File: config.mk
export PLATFORM = sky130hd
export DESIGN_NAME = proc_control
export DESIGN_NICKNAME = d
export VERILOG_FILES = /design/src/rtl/proc_pkg.sv /design/src/rtl/dec3to8.sv /design/src/rtl/proc_control.sv
export SDC_FILE = /design/constraint.sdc
export NUM_CORES = 1
export LEC_CHECK = 0
export ABC_AREA = 1
export ABC_CLOCK_PERIOD_IN_PS = 3790
export CAP_MARGIN = 0
export CORE_MARGIN = 3
export CORE_UTILIZATION = 35
export CTS_CLUSTER_SIZE = 30
export DETAILED_ROUTE_END_ITERATION = 7
export GPL_ROUTABILITY_DRIVEN = 0
export PLACE_DENSITY = 0.74
export SYNTH_ARGS = -nofsm -noshare
export SYNTH_HDL_FRONTEND = slang
export SYNTH_SLANG_ARGS = --single-unit
File: constraint.sdc
create_clock -name clk -period 3.79 [get_ports clk]
set_input_delay 1.137 -clock clk [delete_from_list [all_inputs] [get_ports clk]]
set_output_delay 1.137 -clock clk [all_outputs]
set_load 0.005 [all_outputs]
File: src/rtl/proc_pkg.sv
// proc_pkg: shared word width, opcode and step encodings for the processor control unit.
package proc_pkg;
    localparam int W = 9;
    typedef enum logic [2:0] {
        OP_MV  = 3'b000,
        OP_MVI = 3'b001,
        OP_ADD = 3'b010,
        OP_SUB = 3'b011
    } op_e;
    typedef enum logic [1:0] {
        T0 = 2'd0,
        T1 = 2'd1,
        T2 = 2'd2,
        T3 = 2'd3
    } step_e;
endpackage

File: src/rtl/dec3to8.sv
// dec3to8: 3-to-8 one-hot decoder; w_i selects the hot bit, en_i low forces all zeros.
module dec3to8 (
    input  logic [2:0] w_i,
    input  logic       en_i,
    output logic [7:0] y_o
);
    assign y_o = en_i ? 8'b1 << w_i : '0;
endmodule

File: src/rtl/proc_control.sv
// proc_control: Moore control FSM (T0..T3) for a 9-bit mv/mvi/add/sub processor.
// Inputs: clk, rst (async, active-high), Run (start, sampled in T0), Din (instruction word in T0).
// Outputs: R0in..R7in, Ain, Gin load enables; R0out..R7out, Gout, Dinout bus selects;
//          AddSub, Done, IR (instruction register), Tstep (current step).
module proc_control
    import proc_pkg::*;
#(
    parameter int W = proc_pkg::W
) (
    input  logic         clk,
    input  logic         rst,
    input  logic         Run,
    input  logic [W-1:0] Din,
    output logic         R0in,
    output logic         R1in,
    output logic         R2in,
    output logic         R3in,
    output logic         R4in,
    output logic         R5in,
    output logic         R6in,
    output logic         R7in,
    output logic         Ain,
    output logic         Gin,
    output logic         R0out,
    output logic         R1out,
    output logic         R2out,
    output logic         R3out,
    output logic         R4out,
    output logic         R5out,
    output logic         R6out,
    output logic         R7out,
    output logic         Gout,
    output logic         Dinout,
    output logic         AddSub,
    output logic         Done,
    output logic [W-1:0] IR,
    output logic [1:0]   Tstep
);
    step_e        state_q, state_d;
    logic [W-1:0] ir_q, ir_d;
    logic [2:0]   op;
    logic         rx_in, rx_out, ry_out;
    logic [7:0]   x_sel, y_sel, r_in, r_out;

    assign op = ir_q[W-1 -: 3];

    always_ff @(posedge clk or posedge rst) begin
        if (rst) begin
            state_q <= T0;
            ir_q    <= '0;
        end else begin
            state_q <= state_d;
            ir_q    <= ir_d;
        end
    end

    // Outputs depend only on state_q and ir_q; Run only steers the T0 transition.
    always_comb begin
        state_d = state_q;
        ir_d    = ir_q;
        rx_in   = 1'b0;
        rx_out  = 1'b0;
        ry_out  = 1'b0;
        Ain     = 1'b0;
        Gin     = 1'b0;
        Gout    = 1'b0;
        Dinout  = 1'b0;
        AddSub  = 1'b0;
        Done    = 1'b0;
        case (state_q)
            T0: if (Run) begin
                ir_d    = Din;
                state_d = T1;
            end
            T1: if (op == OP_ADD || op == OP_SUB) begin
                rx_out  = 1'b1;
                Ain     = 1'b1;
                state_d = T2;
            end else begin
                // mv, mvi and the NOP opcodes all finish here
                ry_out  = op == OP_MV;
                Dinout  = op == OP_MVI;
                rx_in   = op == OP_MV || op == OP_MVI;
                Done    = 1'b1;
                state_d = T0;
            end
            T2: begin
                ry_out  = 1'b1;
                Gin     = 1'b1;
                AddSub  = op == OP_SUB;
                state_d = T3;
            end
            T3: begin
                Gout    = 1'b1;
                rx_in   = 1'b1;
                Done    = 1'b1;
                state_d = T0;
            end
        endcase
    end

    dec3to8 u_dec_x (.w_i(ir_q[5:3]), .en_i(1'b1),  .y_o(x_sel));
    dec3to8 u_dec_y (.w_i(ir_q[2:0]), .en_i(ry_out), .y_o(y_sel));

    // Rx drives the bus only in T1 of add/sub, never in the same cycle as Ry.
    assign r_in  = rx_in ? x_sel : '0;
    assign r_out = y_sel | (rx_out ? x_sel : '0);

    assign {R7in, R6in, R5in, R4in, R3in, R2in, R1in, R0in}         = r_in;
    assign {R7out, R6out, R5out, R4out, R3out, R2out, R1out, R0out} = r_out;
    assign IR    = ir_q;
    assign Tstep = state_q;
endmodule

==> summary.md <==
| Metric | Value |
|---|---|
| Tmin final | 3287 ps |
| First-pass GRT wire length | 3.801 mm |
| Port Buffers | 44 |
| Clock Root Buffer | clkbuf_4 |
| Power per cell area | 691.2 nW/um2 |
| 1st-pass router iterations | 4 |
| Vias in the first global route | around 920 |
| Final hold violation count | 0 |
| Critical path class | reg -> out |
| Syn Area/Cell | 7.211 um2 |
| R2R setup slack | 2070 ps |
| Tot GR Track Use | 0.1788 |
| Hold crit path type | reg -> reg |
| Leak | roughly 0.58 nW |
| Tot Pwr | around 0.91 mW |
| Ant. Diodes | 0 |
| Max Root-Sink Buffers | 2 |
| Boundary Pins | 45 |
| Final WL | 2.313 mm |
| Vias post-DR | 920 |
| Leading area contributor after synthesis | dfrtp_1 |
| Commonest non-fill, non-tap cell in the layout | clkdlybuf4s50_1 |
| Vias per std cell | a little under 5 |
| Synth Warn # | 0 |
| Routed Antenna Nets | 0 |
| Non-filler instance count after layout | 187 |
| Final setup TNS | 0 ps |
| CTS Buf Count | 3 |
| Synth Cell Area | around 800 um2 |
| Final Max Slew Viols | 0 |
| Slowest library cell on the worst path | clkdlybuf4s50_1 |
| DR DRC count | 0 |
| Pre-CTS setup slack | 816.3 ps |
| # rows | 16 |
| Fmax | 304.3 MHz |
| Die ar. | 2966 um2 |
| Post-placement cell area | 1287 um2 |
| Share of cells above drive strength 1 | 0.06250 |
| Clock latency on the worst-skew pair | between 200 and 300 ps |
| Top cell type's share of synthesized area | 0.3349 |
| Placed cell count | 183 |
| Post-CTS Setup Inserts | 0 |
| Syn Inst Count | 114 |
| Flops & latches, synth | 11 |
| Core area | 2082 um2 |
| Clock Sinks | 11 |
| Yosys cell types | 19 |
| Htree depth | 1 |
| RSZ-0062 raised after global routing | no |
| Final Core Density | 0.6316 |
| Crit path max fanout | 8 |
| Initial antenna violation count | 0 |
| CP endpoint kind | primary output |
| Clk pin slew, worst setup/hold paths | 80 ps |
| Clock Skew | 7.276 ps |
| Starting Density | 0.3948 |
| Largest net degree at the start of global routing | 18 |
| Max stage delay on crit path | about 500 ps |
| Tightest Pin Transition | 556.2 ps |
| Remaining Overflow, GRT | 0 |
| Die W | 54.47 um |
| Top delay family on crit path | buffers and inverters |
| Crit start category | register |
| Area Growth Syn to Fin | 59.97% |
| CTS tree | yes |
| Synthesized Nets | 131 |
| DIE HEIGHT | between 50 and 60 um |
| Drt wl/cell | between 10 and 15 um |
| Final worst setup slack | 503.3 ps |
| CP most frequent cell | nand3_1 |
| Tcrit/Tclk final | 0.8672 |
| Post-CTS sizing | 0 |
| Fillers | 194 |
| CP required | around 2700 ps |
| Buffers & Inverters on Critical Path | 2 |
| CTS Hold Buffers Added | 0 |
| Synth area leaders | dfrtp_1, nand3_1, nor2_1, ha_1, inv_1 |
| Status | finished, final reports clean |
| Max IR drop VDD | 489.7 uV |
| Final std cell area, no fill | 1315 um2 |
| Hold Slack | 583.6 ps |
| Commonest non-fill, non-tap cells in the layout | clkdlybuf4s50_1, nor2_1, nand3_1 |
| Final setup violation count | 0 |
| Maxcap violations | 0 |
| Final net count | 178 |
| Register area share after synthesis | 0.3349 |
| Cells along the critical path | inv_1 > ha_1 > nand3_1 > nand2_2 > nand3_1 > nand2_1 > clkdlybuf4s50_1 |
| Initial DRC count | 6 |
| Post-DP HPWL | ~1.9 mm |
| Worst rel slew slack | 0.6283 |
| CP arrival | 2150 ps |
[cells by family (layout without fill, tap and decap cells)]
kind of cell | after synthesis | in the layout | synth area share
fa+ha+maj | 5 | 5 | 0.07610
simple gates | 68 | 68 | 0.4034
compound gates | 13 | 13 | 0.09742
buf+inv | 16 | 62 | 0.07457
flops | 11 | 11 | 0.3349
mux | 1 | 1 | 0.01370
[metal layers]
layer,wire (um),track usage
met5,0,0
met4,25,0.07884
met3,188,0.05177
met2,1096,0.3068
met1,1002,0.2036
[worst paths after layout]
path                       depth (start not counted)                end                  from
max                                                7              R4out              register
min                                                2  IR[6]$_DFFE_PP0P_     IR[6]$_DFFE_PP0P_
max reg2reg                                        4  IR[7]$_DFFE_PP0P_  Tstep[0]$_DFFE_PP0P_
min reg2reg                                        2  IR[6]$_DFFE_PP0P_     IR[6]$_DFFE_PP0P_
max in group asynchronous                          2  IR[2]$_DFFE_PP0P_                   rst
min in group asynchronous                          2  IR[6]$_DFFE_PP0P_                   rst
[area by class of cell]
class / count / area [um2] / share of cell area
Sequential cell: 11 / 275.3 / 0.2093
Tap cell: 27 / 33.78 / 0.02569
Inverter: 14 / 52.55 / 0.03996
Clock buffer: 3 / 22.52 / 0.01713
Multi-Input combinational cell: 87 / 485.5 / 0.3692
Timing Repair Buffer: 44 / 440.4 / 0.3349
Clock inverter: 1 / 5.005 / 0.003806
[power breakdown]
group / switching (mW) / internal [mW] / leakage [nW]
clock: 0.0463 / 0.0392 / 0.0177
combinational: 0.282 / 0.281 / 0.442
sequential: 0.0855 / 0.175 / 0.125
total: 0.414 / 0.495 / 0.584
[synth_stat cells]
master and count:
nor2_1 17, o21ai_0 3, a21o_2 1, or2_1 1, buf_1 1, nand3_1 17
nand2_1 14, buf_2 1, or2_0 7, nor2_4 1, a21oi_4 1, nor3_1 9
ha_1 5, a21oi_1 8, nand3_4 1, mux2_2 1, dfrtp_1 11, nand2_2 1
inv_1 14
[sequential cells by signal (all words and copies together) (netlist names), named ones only]
name,count
IR,9
Tstep,1
[worst reg2reg max path: stages, from the launching register on]
cell     delay (ps)
dfrtp_1         450
inv_1           120
ha_1            220
nand2_1         420
mux2_2          400
No activity file was read; power rests on OpenSTA's default activity.
